[src/rtl/strip_pkg.sv]
// rtl/strip_pkg.sv - shared constants, status codes and fixed strip geometry tables
package strip_pkg;

  localparam int NUM_STRIPS = 13;
  localparam int CANVAS_W   = 128;
  localparam int CANVAS_H   = 128;

  typedef enum logic [1:0] {
    STAT_OK        = 2'd0,
    STAT_BAD_ID    = 2'd1,
    STAT_NO_FIT    = 2'd2,
    STAT_BAD_WIDTH = 2'd3
  } status_t;

  typedef enum logic {
    RSP_EMPTY = 1'b0,
    RSP_FULL  = 1'b1
  } rsp_state_t;

  // Indexed directly by the 4-bit strip ID; entries 0, 14 and 15 are unused IDs.
  localparam logic [4:0] STRIP_HEIGHT [16] = '{
    5'd0,  5'd8,  5'd8,  5'd9,  5'd7,  5'd10, 5'd6,  5'd11,
    5'd5,  5'd12, 5'd4,  5'd16, 5'd16, 5'd16, 5'd0,  5'd0
  };

  localparam logic [7:0] STRIP_Y_ORIGIN [16] = '{
    8'd0,  8'd0,  8'd8,  8'd16, 8'd25, 8'd32, 8'd42, 8'd48,
    8'd59, 8'd64, 8'd76, 8'd80, 8'd96, 8'd112, 8'd0, 8'd0
  };

endpackage

[src/rtl/id_to_strip_geom.sv]
// rtl/id_to_strip_geom.sv - combinational strip ID to height / y-origin decoder
module id_to_strip_geom
  import strip_pkg::*;
(
  input  logic [3:0] id,
  output logic [4:0] height,
  output logic [7:0] y_origin,
  output logic       id_valid
);

  assign id_valid = (id != 4'd0) && (id <= 4'(NUM_STRIPS));
  assign height   = id_valid ? STRIP_HEIGHT[id]   : 5'd0;
  assign y_origin = id_valid ? STRIP_Y_ORIGIN[id] : 8'd0;

endmodule

[src/rtl/strip_placer.sv]
// rtl/strip_placer.sv - per-strip fill tracking and single-entry placement response register
module strip_placer
  import strip_pkg::*;
(
  input  logic       clk_i,
  input  logic       rst_ni,
  input  logic       clear_i,
  input  logic       req_valid_i,
  output logic       req_ready_o,
  input  logic [3:0] req_strip_id_i,
  input  logic [4:0] req_width_i,
  output logic       rsp_valid_o,
  input  logic       rsp_ready_i,
  output logic [7:0] rsp_x_o,
  output logic [7:0] rsp_y_o,
  output logic [4:0] rsp_h_o,
  output logic [1:0] rsp_status_o,
  output logic [7:0] placed_count_o
);

  logic [7:0] fill [NUM_STRIPS];
  logic [7:0] cur_fill;
  logic [8:0] fill_sum;
  logic [4:0] geom_h;
  logic [7:0] geom_y;
  logic       geom_ok;

  rsp_state_t state;
  status_t    rsp_status;
  status_t    nxt_status;
  logic [7:0] nxt_x;
  logic [7:0] nxt_y;
  logic [4:0] nxt_h;
  logic       accept;
  logic       place_ok;

  id_to_strip_geom u_geom (
    .id       (req_strip_id_i),
    .height   (geom_h),
    .y_origin (geom_y),
    .id_valid (geom_ok)
  );

  always_comb begin
    cur_fill = 8'd0;
    for (int i = 0; i < NUM_STRIPS; i++) begin
      if (req_strip_id_i == 4'(i + 1)) cur_fill = fill[i];
    end
  end

  // Nine bits so a full strip plus any width still compares correctly against the canvas.
  assign fill_sum = {1'b0, cur_fill} + {4'b0, req_width_i};

  always_comb begin
    nxt_status = STAT_OK;
    nxt_x      = cur_fill;
    nxt_y      = geom_y;
    nxt_h      = geom_h;
    if (!geom_ok) begin
      nxt_status = STAT_BAD_ID;
      nxt_x      = 8'd0;
      nxt_y      = 8'd0;
      nxt_h      = 5'd0;
    end else if (req_width_i == 5'd0) begin
      nxt_status = STAT_BAD_WIDTH;
    end else if (fill_sum > 9'(CANVAS_W)) begin
      nxt_status = STAT_NO_FIT;
    end
  end

  assign req_ready_o = !clear_i && (!rsp_valid_o || rsp_ready_i);
  assign accept      = req_valid_i && req_ready_o;
  assign place_ok    = accept && (nxt_status == STAT_OK);

  always_ff @(posedge clk_i or negedge rst_ni) begin
    if (!rst_ni) begin
      for (int i = 0; i < NUM_STRIPS; i++) fill[i] <= 8'd0;
      placed_count_o <= 8'd0;
    end else if (clear_i) begin
      for (int i = 0; i < NUM_STRIPS; i++) fill[i] <= 8'd0;
      placed_count_o <= 8'd0;
    end else if (place_ok) begin
      for (int i = 0; i < NUM_STRIPS; i++) begin
        if (req_strip_id_i == 4'(i + 1)) fill[i] <= fill_sum[7:0];
      end
      if (placed_count_o != 8'hFF) placed_count_o <= placed_count_o + 8'd1;
    end
  end

  // Response register: payload only loads on acceptance, so it holds while stalled.
  always_ff @(posedge clk_i or negedge rst_ni) begin
    if (!rst_ni) begin
      state      <= RSP_EMPTY;
      rsp_status <= STAT_OK;
      rsp_x_o    <= 8'd0;
      rsp_y_o    <= 8'd0;
      rsp_h_o    <= 5'd0;
    end else begin
      case (state)
        RSP_EMPTY: if (accept) state <= RSP_FULL;
        RSP_FULL:  if (rsp_ready_i && !accept) state <= RSP_EMPTY;
        default:   state <= RSP_EMPTY;
      endcase
      if (accept) begin
        rsp_status <= nxt_status;
        rsp_x_o    <= nxt_x;
        rsp_y_o    <= nxt_y;
        rsp_h_o    <= nxt_h;
      end
    end
  end

  assign rsp_valid_o  = (state == RSP_FULL);
  assign rsp_status_o = rsp_status;

endmodule
[config.mk]
export PLATFORM = sky130hd
export DESIGN_NAME = strip_placer
export DESIGN_NICKNAME = d
export VERILOG_FILES = /design/src/rtl/strip_pkg.sv /design/src/rtl/id_to_strip_geom.sv /design/src/rtl/strip_placer.sv
export SDC_FILE = /design/constraint.sdc
export NUM_CORES = 1
export LEC_CHECK = 0
export CAP_MARGIN = 20
export CORE_MARGIN = 1.5
export CORE_UTILIZATION = 60
export DETAILED_ROUTE_END_ITERATION = 6
export PLACE_DENSITY = 0.76
export SKIP_LAST_GASP = 1
export SLEW_MARGIN = 20
export SYNTH_ARGS = -nofsm -noshare
export SYNTH_HDL_FRONTEND = slang
export SYNTH_SLANG_ARGS = --single-unit
[constraint.sdc]
create_clock -name clk_i -period 5.4 [get_ports clk_i]
set_clock_uncertainty 0.15 [all_clocks]
set_input_delay 1.08 -clock clk_i [delete_from_list [all_inputs] [get_ports clk_i]]
set_output_delay 1.08 -clock clk_i [all_outputs]
set_load 0.05 [all_outputs]
==> reports/metrics.csv <==
metric,value,unit
clock_latency,0.44,ns
instances_no_fill,1128,
grt_max_degree,101,
drtPass1Iterations,7,
viasPerCell,6.58,
cts_hold_buf,0,
worstPathArrival,5.53,ns
postSynthNetCount,826,
worstPathRequired,5.57,ns
synth_edf_count,0,
min_period,5.36,ns
final_layout_size_suffix_gt1_share,26.8,%
violations,DRC,
die-area,13600,um2
antenna_found_initial,0,
relSlewSlack,27.7,%
clock_path_buffers,2,
initial_core_util,61.6,%
ys_seq_area_share,43.5,%
wire_per_inst,23.2,um
status,"complete, but fails checks",
routabilityCongestion,1.02,
overflow,0,
synth_cells,800,
std_cell_rows,41,
vias,7425,
first_global_vias,7331,
worst_pin_slew,1.08,ns
dieHeight,117,um
slew_violations,0,
ir_drop,0.275,mV
cts.htree.levels,4,
max_freq,187,MHz
setup_viol,0,
drt_iter0_drc,894,
fin_nets,969,
cts-root-buf,clkbuf_16,
cts.sinks,135,
crit_type,in -> reg,
crit_path_start_kind,primary input,
power_density,293,nW/um2
synth_top_area_share,43.5,%
end_kind,flop,
ff2ff_setup_slack,0.95,ns
drt.antenna.violating_nets,0,
dp_hpwl,16900,um
synth_seq_cells,135,
synth_cell_types,85,
drv_cap,0,
synth_area_leaders,"dfrtp_1, mux2i_1, nand2_1",
syn2layout_area_growth,31.4,%
period_share,99.2,%
netlist_area,7770,um2
grt_pass1_wl,39700,um
clkTransAtPathRegs,0.06,ns
wirelength,26100,um
fin_area,10200,um2
p_leak,4.28,nW
ys_top_cells_by_count,"nand2_1, dfrtp_1, mux2i_1, a21oi_1, nand3_1",
synth.avg_cell_area,9.71,um2
cts_tree,built,
ioPinCount,47,
finalHoldViolCount,0,
port_buffers,45,
dieWidth,117,um
place_inst,1078,
route.detailed.drc,16,
track_usage,39.3,%
yosys_warnings,0,
placed_area,9190,um2
core_area,12600,um2
antenna_cells,0,
ys.flop_type,dfrtp_1,
cts_buffers,17,
nFillCells,775,
path_max_fanout,7,
holdCritPathClass,reg -> reg,
synth_area_leader_cell,dfrtp_1,
post-synth-top-count-cell,nand2_1,
async_flop_share,100,%
==> final cells by class <==
| cell class | instances | area (um2) | area share [%] |
|---|---|---|---|
| Clock buffer | 20 | 457 | 4.47 |
| Clock inverter | 12 | 245 | 2.40 |
| Inverter | 17 | 63.8 | 0.625 |
| Multi-Input combinational cell | 584 | 4180 | 40.9 |
| Sequential cell | 135 | 3380 | 33.1 |
| Tap cell | 172 | 215 | 2.11 |
| Timing Repair Buffer | 188 | 1670 | 16.4 |
==> through the flow <==
step / total power [mW] / setup TNS (ns) / hold WS, ns / util [%] / setup WS (ns)
after CTS: 2.97 / 0 / 0.346 / 79.6 / 0.112
after detailed placement: 1.58 / -67.26 / 0.325 / 72.8 / -0.707
final: 2.99 / 0 / 0.340 / 80.9 / 0.0435
after floorplan: 1.37 / 0 / 0.344 / - / 0.00419
after global routing: 3.07 / -0.0149 / 0.363 / 80.9 / -0.0149
after global placement: 1.56 / -57.39 / 0.318 / 72.8 / -0.621
==> final timing paths <==
check	startpoint	end	cells after the start
max in group asynchronous	rst_ni	fill[64]	2
worst max-delay path	req_strip_id_i[3]	fill[92]	20
worst min register to register	rsp_y_o[0]	rsp_y_o[0]	2
worst min-delay path	rsp_y_o[0]	rsp_y_o[0]	2
min in group asynchronous	rst_ni	rsp_h_o[1]	1
worst max register to register	fill[88]	fill[92]	19
==> where the power goes <==
part	internal, mW	switching, mW	leakage [nW]	total [mW]
Sequential	1.04	0.0196	1.87	1.06
Combinational	0.198	0.348	2.07	0.545
Clock	0.937	0.452	0.341	1.39
==> worst max-delay path, cell delays in order <==
cell and delay, ns:
clkdlybuf4s50_1 0.52, buf_6 0.15, and2b_2 0.20, nand2_1 0.12, o22ai_2 0.27, buf_4 0.16, a2bb2oi_1 0.18, o221ai_1 0.18
o221a_2 0.22, ha_4 0.28, xnor2_2 0.15, nor3b_2 0.22, o221ai_2 0.13, or3b_1 0.40, a2bb2oi_2 0.16, and2_4 0.23
buf_12 0.14, nor4_4 0.27, buf_4 0.17, mux2_4 0.28
==> what timing repair did <==
action                     in CTS  in global routing
cloned                          1                  0
buffers inserted                6                 11
setup endpoints to repair     110                112
gates resized for setup        17                 29
pin swaps                      22                 19
==> routing by layer <==
layer | global-route usage [%] | up-vias | part of all wire [%]
met1 | 50.4 | 3610 | 39
met5 | 0 | - | 0
li1 | - | 3176 | -
met3 | 9.94 | 129 | 9.6
met2 | 62.0 | 510 | 46
met4 | 20.4 | 0 | 5.0
==> registers in the layout, indices dropped and copies added, names as in the netlist <==
name,cells
fill,104
rsp_x_o,8
rsp_valid_o,1
rsp_y_o,7
rsp_status_o,2
placed_count_o,8
rsp_h_o,5
==> cells in the final DEF (no fill, tap or decap), types with 5 or more instances in the layout <==
master	instances
nor2_2	5
nand2_1	146
clkbuf_16	17
bufinv_16	7
buf_4	126
dfrtp_1	135
nor2_1	21
buf_6	6
inv_1	13
a22o_1	10
o22ai_1	7
nand3b_1	7
nor2b_1	8
nand3_1	37
o21ai_1	9
clkdlybuf4s50_1	42
o21ai_0	33
o221ai_1	5
a21oi_1	40
a22oi_1	16
a211oi_1	15
buf_12	11
nor3_4	11
mux2i_1	73
nor3_1	8
nand2b_1	5
==> cell families (layout without fill, tap and decap cells) <==
logic type	count (synthesis)	count (layout)	share of synthesized area, %
flip-flops	135	135	43.5
buffers and inverters	82	237	5.57
adder cells (fa/ha/maj)	12	12	2.03
AND/OR/NAND/NOR	290	291	19.5
AO/OA/AOI/OAI	196	196	18.4
multiplexers	80	80	10.5
other	1	1	0.0483
XOR/XNOR	4	4	0.451
Power figures use the tool's default switching activity.
